$ cat config.mk
export PLATFORM = sky130hd
export DESIGN_NAME = seg7_scan_decoder
export DESIGN_NICKNAME = d
export VERILOG_FILES = /design/src/rtl/seg7_pkg.sv /design/src/rtl/seg7_glyph_decode.sv /design/src/rtl/seg7_scan_decoder.sv
export SDC_FILE = /design/constraint.sdc
export NUM_CORES = 1
export LEC_CHECK = 0
export BUFFER_PORTS_ARGS = -buffer_cell sky130_fd_sc_hd__buf_2
export CORE_MARGIN = 8
export CORE_UTILIZATION = 45
export DETAILED_ROUTE_END_ITERATION = 16
export PLACE_DENSITY = 0.63
export SLEW_MARGIN = 20
export SYNTH_ARGS = -nofsm -noshare
export SYNTH_HDL_FRONTEND = slang
export SYNTH_SLANG_ARGS = --single-unit
export TNS_END_PERCENT = 20
$ cat constraint.sdc
create_clock -name clk -period 9 [get_ports clk]
set_clock_uncertainty 0.2 [all_clocks]
set_input_delay 1.8 -clock clk [delete_from_list [all_inputs] [get_ports clk]]
set_output_delay 1.8 -clock clk [all_outputs]
set_load 0.02 [all_outputs]
$ cat src/rtl/seg7_pkg.sv
// Shared types and constants for the seven-segment scan decoder.
// Holds the FSM states, the active-low hex glyph table and the blank-anode code.
package seg7_pkg;

  localparam int unsigned ANODE_W  = 8;
  localparam int unsigned SEG_W    = 7;
  localparam int unsigned NIBBLE_W = 4;
  localparam int unsigned DIGITS_W = ANODE_W * NIBBLE_W;
  localparam int unsigned CNT_W    = 8;
  localparam int unsigned GLYPHS   = 16;

  localparam logic [ANODE_W-1:0] BLANK_ANODE = 8'hFF;

  typedef enum logic [1:0] {
    IDLE,
    SETTLE,
    HELD
  } state_e;

  // One sampled bus beat: scanned anode vector plus the segment pattern.
  typedef struct packed {
    logic [ANODE_W-1:0] anode;
    logic [SEG_W-1:0]   seg;
  } scan_pair_t;

  // Active-low segments, bit6=a .. bit0=g, indexed by hex value.
  localparam logic [SEG_W-1:0] GLYPH_TABLE [GLYPHS] = '{
    7'b0000001, 7'b1001111, 7'b0010010, 7'b0000110,
    7'b1001100, 7'b0100100, 7'b0100000, 7'b0001111,
    7'b0000000, 7'b0000100, 7'b0001000, 7'b1100000,
    7'b0110001, 7'b1000010, 7'b0110000, 7'b0111000
  };

  // Number of digit enables driven low in an anode vector.
  function automatic logic [3:0] low_count(input logic [ANODE_W-1:0] anode);
    logic [3:0] n;
    n = '0;
    for (int i = 0; i < int'(ANODE_W); i++) begin
      n = n + 4'(!anode[i]);
    end
    return n;
  endfunction

endpackage

$ cat src/rtl/seg7_glyph_decode.sv
// Combinational lookup of a 7-bit active-low segment pattern into its hex value.
// hit_c_o is low when the pattern matches no entry of the glyph table.
module seg7_glyph_decode
  import seg7_pkg::*;
(
  input  logic [SEG_W-1:0]    pattern_i,
  output logic [NIBBLE_W-1:0] value_c_o,
  output logic                hit_c_o
);

  always_comb begin
    value_c_o = '0;
    hit_c_o   = 1'b0;
    for (int i = 0; i < int'(GLYPHS); i++) begin
      if (pattern_i == GLYPH_TABLE[i]) begin
        value_c_o = NIBBLE_W'(i);
        hit_c_o   = 1'b1;
      end
    end
  end

endmodule

$ cat src/rtl/seg7_scan_decoder.sv
// Recovers the eight hex digits from a multiplexed, active-low 7-segment scan bus.
// A pair is captured once it has been stable for STABLE_CYCLES sampled clocks.
module seg7_scan_decoder
  import seg7_pkg::*;
#(
  parameter int unsigned STABLE_CYCLES = 4
) (
  input  logic                clk,
  input  logic                rst,
  input  logic [ANODE_W-1:0]  Anode_Activate,
  input  logic [SEG_W-1:0]    LED_out,
  input  logic                clear_err,
  output logic [DIGITS_W-1:0] digits,
  output logic [ANODE_W-1:0]  digit_valid,
  output logic                frame_done,
  output logic                pattern_err,
  output logic                anode_err
);

  localparam logic [CNT_W-1:0] CNT_MAX    = '1;
  localparam logic [CNT_W-1:0] CNT_TARGET = CNT_W'(STABLE_CYCLES);

  state_e                state_q, state_d;
  logic [CNT_W-1:0]      cnt_q, cnt_d;
  scan_pair_t            sample_q, prev_q;
  logic                  eval_c;

  logic [DIGITS_W-1:0]   digits_q, digits_d;
  logic [ANODE_W-1:0]    valid_q, valid_d;
  logic                  done_q, done_d;
  logic                  perr_q, perr_d;
  logic                  aerr_q, aerr_d;

  logic [NIBBLE_W-1:0]   glyph_val_c;
  logic                  glyph_hit_c;
  logic                  blank_c;
  logic                  same_c;
  logic [CNT_W-1:0]      cnt_inc_c;
  logic [ANODE_W-1:0]    sel_c;
  logic [3:0]            lows_c;

  seg7_glyph_decode u_glyph (
    .pattern_i (sample_q.seg),
    .value_c_o (glyph_val_c),
    .hit_c_o   (glyph_hit_c)
  );

  // Input sample register and the copy of last cycle's sample used for stability.
  always_ff @(posedge clk or negedge rst) begin
    if (!rst) begin
      sample_q <= '1;
      prev_q   <= '1;
    end else begin
      sample_q <= scan_pair_t'({Anode_Activate, LED_out});
      prev_q   <= sample_q;
    end
  end

  always_ff @(posedge clk or negedge rst) begin
    if (!rst) begin
      state_q <= IDLE;
      cnt_q   <= '0;
    end else begin
      state_q <= state_d;
      cnt_q   <= cnt_d;
    end
  end

  assign blank_c   = (sample_q.anode == BLANK_ANODE);
  assign same_c    = (sample_q == prev_q);
  assign cnt_inc_c = (cnt_q == CNT_MAX) ? cnt_q : cnt_q + CNT_W'(1);

  always_comb begin
    state_d = state_q;
    cnt_d   = cnt_q;
    eval_c  = 1'b0;
    case (state_q)
      IDLE: begin
        if (!blank_c) begin
          state_d = SETTLE;
          cnt_d   = CNT_W'(1);
        end
      end
      SETTLE: begin
        if (same_c) begin
          cnt_d = cnt_inc_c;
        end else if (blank_c) begin
          state_d = IDLE;
          cnt_d   = '0;
        end else begin
          cnt_d = CNT_W'(1);
        end
      end
      HELD: begin
        if (!same_c) begin
          if (blank_c) begin
            state_d = IDLE;
            cnt_d   = '0;
          end else begin
            state_d = SETTLE;
            cnt_d   = CNT_W'(1);
          end
        end
      end
      default: begin
        state_d = IDLE;
        cnt_d   = '0;
      end
    endcase
    // The window closes on the edge the count reaches its target, including a restart at 1.
    if (state_d == SETTLE && cnt_d == CNT_TARGET) begin
      eval_c  = 1'b1;
      state_d = HELD;
    end
  end

  assign sel_c  = ~sample_q.anode;
  assign lows_c = low_count(sample_q.anode);

  always_comb begin
    digits_d = digits_q;
    valid_d  = valid_q;
    done_d   = 1'b0;
    perr_d   = clear_err ? 1'b0 : perr_q;
    aerr_d   = clear_err ? 1'b0 : aerr_q;
    if (eval_c) begin
      if (lows_c > 4'd1) begin
        aerr_d = 1'b1;
      end else if (!glyph_hit_c) begin
        perr_d = 1'b1;
      end else begin
        for (int i = 0; i < int'(ANODE_W); i++) begin
          if (sel_c[i]) begin
            digits_d[i*NIBBLE_W +: NIBBLE_W] = glyph_val_c;
          end
        end
        // Completing the mask closes the frame and starts a fresh one.
        if ((valid_q | sel_c) == '1) begin
          done_d  = 1'b1;
          valid_d = '0;
        end else begin
          valid_d = valid_q | sel_c;
        end
      end
    end
  end

  always_ff @(posedge clk or negedge rst) begin
    if (!rst) begin
      digits_q <= '0;
      valid_q  <= '0;
      done_q   <= 1'b0;
      perr_q   <= 1'b0;
      aerr_q   <= 1'b0;
    end else begin
      digits_q <= digits_d;
      valid_q  <= valid_d;
      done_q   <= done_d;
      perr_q   <= perr_d;
      aerr_q   <= aerr_d;
    end
  end

  assign digits      = digits_q;
  assign digit_valid = valid_q;
  assign frame_done  = done_q;
  assign pattern_err = perr_q;
  assign anode_err   = aerr_q;

endmodule

## After elaboration in Yosys (flattened, before gate mapping)

Cells that the tools add are included.

- ROM bits: 0
- Register bits after elaboration: 83
- Memory bits (writable): 0
- Input bits: 18
- Output and inout port bits: 43
- Word-level logic and storage cells: 130
- Memories: 0
- Bits in latches: 0

- $mul: 0
- $lt $le $gt $ge: 1
- Muxes and demuxes: 57
- $add $sub $neg: 8
- Div/mod/pow operators: 0
- Shifts and indexed selects: 0
- Reductions and logical operators: 20
- Bitwise gates (word level): 3
- Equality and inequality tests: 23

Operators with widths:

| cell | count |
|---|---|
| 8-bit 2-to-1 mux | 5 |
| 7-bit by 6-bit equality test with 1-bit output, second input constant | 5 |
| 4-bit 2-to-1 mux | 8 |
| 4-bit AND reduction | 8 |
| 1-bit 2-to-1 mux | 31 |
| 7-bit equality test, second input constant | 4 |
| 8-bit equality test, second input constant | 3 |
| 8-bit case mux with 3 select lines | 1 |
| 4-bit by 1-bit adder with 4-bit output | 4 |
| 15-bit equality test | 1 |
| 7-bit by 3-bit equality test with 1-bit output, second input constant | 2 |
| 7-bit by 4-bit equality test with 1-bit output, second input constant | 2 |
| 2-bit 2-to-1 mux | 7 |
| 3-bit 2-to-1 mux | 4 |
| 8-bit by 1-bit adder with 8-bit output, second input constant | 1 |
| 8-bit by 3-bit equality test with 1-bit output, second input constant | 1 |
| 1-bit logical NOT | 8 |
| 8-bit inverter | 1 |
| 8-bit OR | 1 |
| 7-bit by 1-bit equality test with 1-bit output, second input constant | 1 |
| 7-bit by 5-bit equality test with 1-bit output, second input constant | 1 |
| 7-bit logical NOT | 1 |
| 2-bit case mux with 3 select lines | 1 |
| 3-bit by 1-bit adder with 4-bit output | 1 |
| other kinds (9) | 10 |

## Logic depth before layout (Yosys ltp)

Gate-level depths: netlist (run 1).

- Depth after elaboration: 20
- Gate-level depth with buffers: 15
- Gate-level depth less buffers: 14

## Modules after synthesis

From an unflattened synthesis (run 1), not the netlist that was laid out.

- Cell total of the unflattened synthesis: 346
- Area total of the unflattened synthesis: 4000.1 um^2

By module, submodules not included:

| module | seq. area each (um^2) | cells an instance | area each (um^2) | instances |
|---|---|---|---|---|
| seg7_scan_decoder | 2114.5 | 296 | 3667.3 | 1 |
| seg7_glyph_decode | 0.0 | 50 | 332.8 | 1 |

## Worst setup path before layout (run 1)

Ideal clock, no wire load.

- Path kind: register to register
- Start point: reg sample_q[7] in the netlist's numbering
- End point: reg valid_q[0] (netlist: digit_valid[0])
- Required time: 8.681 ns
- Arrival: 4.071 ns
- Path buffers: 1
- Cell stages (with the launch flop): 16
- Setup time: 0.119 ns
- Slack: 4.610 ns
- Clock period less this slack: 4.390 ns
- Cell sequence: dfstp_2 > inv_1 > fa_1 > fa_1 > fa_1 > ha_1 > inv_1 > fa_1 > inv_1 > nand3_1 > o21ai_0 > nand2_1 > or4_1 > or3_1 > buf_4 > o21a_1

- Longest elaborated chain between the ends: 11
- Elaborated cells on any way between the ends: 32
- Classes of those cells: 7 x add/sub; 1 x order compare; 5 x eq/ne; 13 x mux; 3 x bitwise; 3 x reduce/logical

Ends and longest elaborated chain:

| item | RTL line | source |
|---|---|---|
| from (decl) | seg7_scan_decoder.sv:25 | `scan_pair_t sample_q, prev_q;` |
| from (signal assigned) | seg7_scan_decoder.sv:54 | `sample_q <= scan_pair_t'({Anode_Activate, LED_out});` |
| 1-bit logical NOT | seg7_pkg.sv:39 | `n = n + 4'(!anode[i]);` |
| 1-bit by 1-bit adder with 2-bit output | seg7_pkg.sv:39 |  |
| 2-bit by 1-bit adder with 3-bit output | seg7_pkg.sv:39 |  |
| 3-bit by 1-bit adder with 4-bit output | seg7_pkg.sv:39 |  |
| 4-bit by 1-bit adder with 4-bit output (4 in series) | seg7_pkg.sv:39 |  |
| 4-bit by 1-bit > comparator with 1-bit output | seg7_scan_decoder.sv:127 | `if (lows_c > 4'd1) begin` |
| 1-bit inverter (no source line) | - |  |
| 3-bit AND reduction (no source line) | - |  |
| to (signal assigned) | seg7_scan_decoder.sv:157 | `valid_q <= valid_d;` |
| to (decl) | seg7_scan_decoder.sv:29 | `logic [ANODE_W-1:0] valid_q, valid_d;` |

Parallel ways exist; a longest one is shown, timed or not.
A chain may end at the register's enable or synchronous reset.

## Worst setup path in the final report (run 1)

- Start point: reg sample_q[7] in the netlist's numbering
- End point: reg valid_q[7] (netlist: digit_valid[7])

Same word-level chain as after synthesis.

==> results of run 1 <==
[routing by layer]
| metal | track usage [%] | up-vias | wire, um |
|---|---|---|---|
| li1 | - | 1380 | - |
| met1 | 18.5 | 1462 | 4120 |
| met2 | 24.1 | 67 | 4340 |
| met3 | 4.52 | 27 | 451 |
| met4 | 7.11 | 0 | 270 |
| met5 | 0 | - | 0 |
[cells by family (layout without fill, tap and decap cells)]
family                     Yosys count  after routing  share of synthesized area (%)
and+or+nand+nor                    109            109                           17.2
AOI/OAI and AO/OA                   66             66                           11.1
DFF                                 83             83                           51.6
xor gates and xnor gates            19             19                           4.06
buffers and inverters               36             96                           3.76
muxes                               32             32                           8.80
adders and majority gates            9              9                           3.48
[worst paths after layout]
check,to,start,cells past startpoint
setup / recovery,digit_valid[7],sample_q[7],14
hold / removal,prev_q[10],sample_q[10],0
setup reg to reg,digit_valid[7],sample_q[7],14
hold reg to reg,prev_q[10],sample_q[10],0
max in group asynchronous,digits[11],rst,2
min in group asynchronous,cnt_q[2],rst,1
[power breakdown]
group | total [mW] | switching, mW | internal [mW]
clock | 0.327 | 0.140 | 0.187
sequential | 0.396 | 0.0105 | 0.385
combinational | 0.0557 | 0.0343 | 0.0214
total | 0.778 | 0.185 | 0.594
[worst reg2reg max path: cells and delay by family, from the launching register on]
kind / cells / cell delay, ns
AO/OA/AOI/OAI: 2 / 0.23
adder cells (fa/ha/maj): 5 / 2.02
buffers and inverters: 3 / 0.21
flip-flops: 1 / 0.59
AND/OR/NAND/NOR: 4 / 1.32
[final cells by class]
type | count | share of cell area, %
timing repair buffer | 61 | 6.59
tap | 111 | 2.95
clock inverter | 7 | 2.63
multi-input combinational | 235 | 38.8
inverter | 19 | 1.51
sequential | 83 | 44.9
clock buffer | 9 | 2.63
[flip-flops by register name, summed over array words and instances, names as in the netlist]
name         cells
prev_q          15
digit_valid      8
cnt_q            8
anode_err        1
digits          32
state_q          2
frame_done       1
sample_q        15
pattern_err      1
[cell usage after synthesis (6+ instances only)]
cell type	n	area, sq um
dfrtp_1	53	1330
mux2_2	32	360
dfstp_2	30	788
inv_1	19	71.3
nand2_1	19	71.3
xnor2_1	17	149
a21oi_1	14	70.1
nor2_1	12	45.0
or3_1	11	68.8
clkbuf_1	10	37.5
o21ai_0	10	50.1
nand4_1	9	56.3
nor3_1	9	45.0
nand3_1	8	40.0
nor3_4	8	130
o21a_1	8	60.1
o22ai_1	8	50.1
nor2b_1	6	37.5
[stage by stage]
| stage | hold slack (ns) | instances |
|---|---|---|
| floorplan | 0.152 | 354 |
| global placement | 0.187 | 509 |
| detailed placement | 0.195 | 509 |
| CTS | 0.202 | 525 |
| global route | 0.205 | 525 |
| finish | 0.201 | 525 |
==> results.cfg, run 1 <==
[run_status]
status = complete, no violations

[detailed_routing]
drt_first_pass_iters = 4
vias = 2936
viasPerCell = 5.59
drc = 0
ant_nets = 0
drt-initial-drc-count = 103
totalWireLength_um = 9180
wl_per_cell_um = 17.5

[finish]
nNetsFinal = 436
fin_util_pct = 52.2
design_area_sq_mm = 0.00471
final_cell_mix = buf_2, dfrtp_1, mux2_2, dfstp_2
area_growth_pct = 15.0
fillers = 801
drive_above_1_share_pct = 37.4
multi_input_area_sq_mm = 0.00183
antennaDiodeCount = 0
ff_latch_area_sq_mm = 0.00211
final_common_cell = buf_2

[yosys]
netlist_instances = 354
yosys_most_used_dff = dfrtp_1
yosysSeqAreaShare_pct = 51.6
yosys_warnings = 0
synth_area_per_cell_sq_um = 11.6
ys_seq_elements = 83
syn_area_sq_mm = 0.00410
synth_edf_count = 0
synthArstFlopShare_pct = 100
syn-num-nets = 381
synth.distinct_cells = 58

[clocking]
clk_path_buf_depth = 2
cts_tree = done
cts_setup_buffers = 0
hold_buffers = 0
cts_max_level = 3
cts_sinks = 83
cts-buffers-inserted = 9
path_clk_slew_ns = 0.09
insertion_delay_ns = 0.35
post_cts_resized = 0
root_buffer = clkbuf_8

[timing]
period_minus_slack_ns = 4.68
max_freq_ghz = 0.214
worstMarginPinSlew_ns = 1.01
maxSlewViolCount = 0
slew_headroom_pct = 31.9
finalWorstSetupSlack_ns = 4.32
setup_tns_ns = 0
rsz0062_at_grt = no
finalSetupViolCount = 0
fin_crit_sh_pct = 52.0
hold_viol_final = 0

[floorplanning]
die_area_sq_mm = 0.0124
core_sq_mm = 0.00902
rows = 35
io_pins = 61
die_width_um = 111
start_util_pct = 45.4
dieHeight_um = 111

[critical_path]
cp_max_fo = 10
r2r_slack_ns = 4.32
timing.critical_path.mode_cell = fa_1
crit_required_ns = 9.04
path_cells = inv_1, fa_1, fa_1, fa_1, ha_1, inv_1, fa_1, inv_1, nand3_1, o21ai_0, nand2_1, or4_1, or3_1, o21a_1
slowest_delay_ns = 0.60
cp_top_family = adder cells
path_buf_inv = 3
critical_path_class = reg2reg
cp-end-kind = flop
cpMaxStageDelayCell = or4_1
startpoint_type = flop
cp.arrival_ns = 4.72

[global_routing]
gr-total-overflow = 0
grt_first_pass_wirelength_um = 15600
grt_max_degree = 66
grt_pass1_vias = 3076
grt_use_total_pct = 15.2
antenna_found_initial = 0

[power_and_ir_drop]
powerDensity_mw_per_mm2 = 165
totalPowerFinal_uw = 778
p_leak_nw = 2.27
ir_worst_vdd_uv = 101

[run]
maxCapViolations = 0

[placed_design]
place_hpwl_um = 6770
port_buffers = 60
place_area_sq_mm = 0.00446
gp_routability_congestion = 0.860
place_ws_ns = 4.33

[worst_hold_path]
hp-class = reg2reg
No activity file was read; power rests on OpenSTA's default activity.
==> run 2: changes to the inputs <==
clock period = 4.8 ns   (was 9 ns; I/O delays follow)
==> run 2 against run 1 <==
Effect of this change: clock power increased by 54%; via count down 0.89%; design area fell by 0.50%; core utilization decreased by 0.26 points; sequential share of layout area grew 0.23 points; sequential cell count unchanged; sequential power is 87% higher; first-iteration DRC count increased by 17%; critical path type unchanged; largest power group unchanged.
==> results.cfg, run 2 (synthesis results as in run 1) <==
[floorplanning]
die_area_sq_mm = 0.0124
rows = 35
core_sq_mm = 0.00902
start_util_pct = 45.4
io_pins = 61
die_width_um = 111
dieHeight_um = 111

[clocking]
cts_setup_buffers = 0
clk_path_buf_depth = 2
cts_sinks = 83
root_buffer = clkbuf_8
cts-buffers-inserted = 9
cts_max_level = 3
insertion_delay_ns = 0.36
path_clk_slew_ns = 0.09
cts_tree = done

[timing]
fin_crit_sh_pct = 96.2
setup_tns_ns = 0
finalSetupViolCount = 0
finalWorstSetupSlack_ns = 0.184
maxSlewViolCount = 0
period_minus_slack_ns = 4.62
worstMarginPinSlew_ns = 0.999
max_freq_ghz = 0.217
hold_viol_final = 0
whs_ns = 0.201
slew_headroom_pct = 32.7

[finish]
final_cell_mix = buf_2, dfrtp_1, mux2_2, dfstp_2, inv_1
drive_above_1_share_pct = 38.5
largest_reg_flops = 32
instances_no_fill = 527
nNetsFinal = 438
antennaDiodeCount = 0
fin_util_pct = 52.0
design_area_sq_mm = 0.00469
area_growth_pct = 14.4
final_common_cell = buf_2

[worst_hold_path]
hp-class = reg2reg
worstHoldStart = sample_q[8]

[global_routing]
grt_use_total_pct = 15.2
gr-total-overflow = 0
antenna_found_initial = 0
grt_max_degree = 56
grt_first_pass_wirelength_um = 15600
grt_pass1_vias = 2991

[detailed_routing]
wl_per_cell_um = 17.7
vias = 2910
drc = 0
viasPerCell = 5.52
totalWireLength_um = 9320
drt_first_pass_iters = 4
ant_nets = 0
drt-initial-drc-count = 120

[critical_path]
timing.critical_path.mode_cell = fa_1
crit_start = sample_q[7]
cp-end-kind = flop
rr_startpoint = sample_q[7]
critical_path_class = reg2reg
cp_top_family = adder cells
cpMaxStageDelayCell = or4_1
crit_required_ns = 4.84
path_buf_inv = 3
slowest_delay_ns = 0.59
startpoint_type = flop
path_cells = inv_1, fa_1, fa_1, fa_1, ha_1, inv_1, fa_1, inv_1, nand3_1, o21ai_2, nand2_2, or4_1, or3_4, o21a_1
cp.arrival_ns = 4.66
cp_max_fo = 8

[power_and_ir_drop]
ir_worst_vdd_uv = 226
clockPowerShare_pct = 36.8
totalPowerFinal_mw = 1.37
power.internal_mw = 1.01
p_leak_nw = 2.25
p_seq_share_pct = 54.4
powerDensity_mw_per_mm2 = 291
power_frac_comb_pct = 8.8
swShare_pct = 25.9
switchingPower_uw = 354

[placed_design]
place_area_sq_mm = 0.00447
place_ws_ns = 0.0696
gp_routability_congestion = 0.851
placed_cells = 510
place_hpwl_um = 6880
port_buffers = 60

[run]
maxCapViolations = 0

[run_status]
status = complete, no violations
run 2: cell count changes in the layout (fill, tap and decap cells not counted), sizes merged:
cell	delta
bufinv	-2
nand2	+1
buf	+1
clkinvlp	+2
run 2: path summary, 6_finish.rpt:
kind                       slack (ns)              to  cells after the start
max                              0.18  digit_valid[3]                     14
min                              0.20       prev_q[8]                      0
max reg2reg                      0.18  digit_valid[3]                     14
min reg2reg                      0.20       prev_q[8]                      0
max in group asynchronous        3.09     sample_q[6]                      2
min in group asynchronous        0.44        cnt_q[7]                      1
run 2: repair_timing:
item / in CTS / in global routing
hold buffers: 0 / 0
setup endpoints to repair: 0 / 38
gates resized for setup: 0 / 5
run 2: final cells by class:
type | count | area (sq um)
fill | 817 | 4330
sequential | 83 | 2110
multi-input combinational | 236 | 1850
timing repair buffer | 62 | 318
tap | 111 | 139
clock buffer | 9 | 124
clock inverter | 7 | 75.1
inverter | 19 | 71.3
run 2: per-layer routing:
metal | share of wire (%) | global-route usage [%]
met1 | 44 | 18.8
met3 | 4.5 | 4.30
met4 | 1.1 | 5.24
met2 | 50 | 25.0
met5 | 0 | 0
run 2: power by group through the flow:
stage	Combinational (mW)	Sequential (mW)	Clock (mW)
CTS	0.110	0.742	0.521
detailed placement	0.110	0.755	0
finish	0.121	0.742	0.503
floorplan	0.0749	0.744	0
global placement	0.105	0.755	0
global route	0.137	0.746	0.542
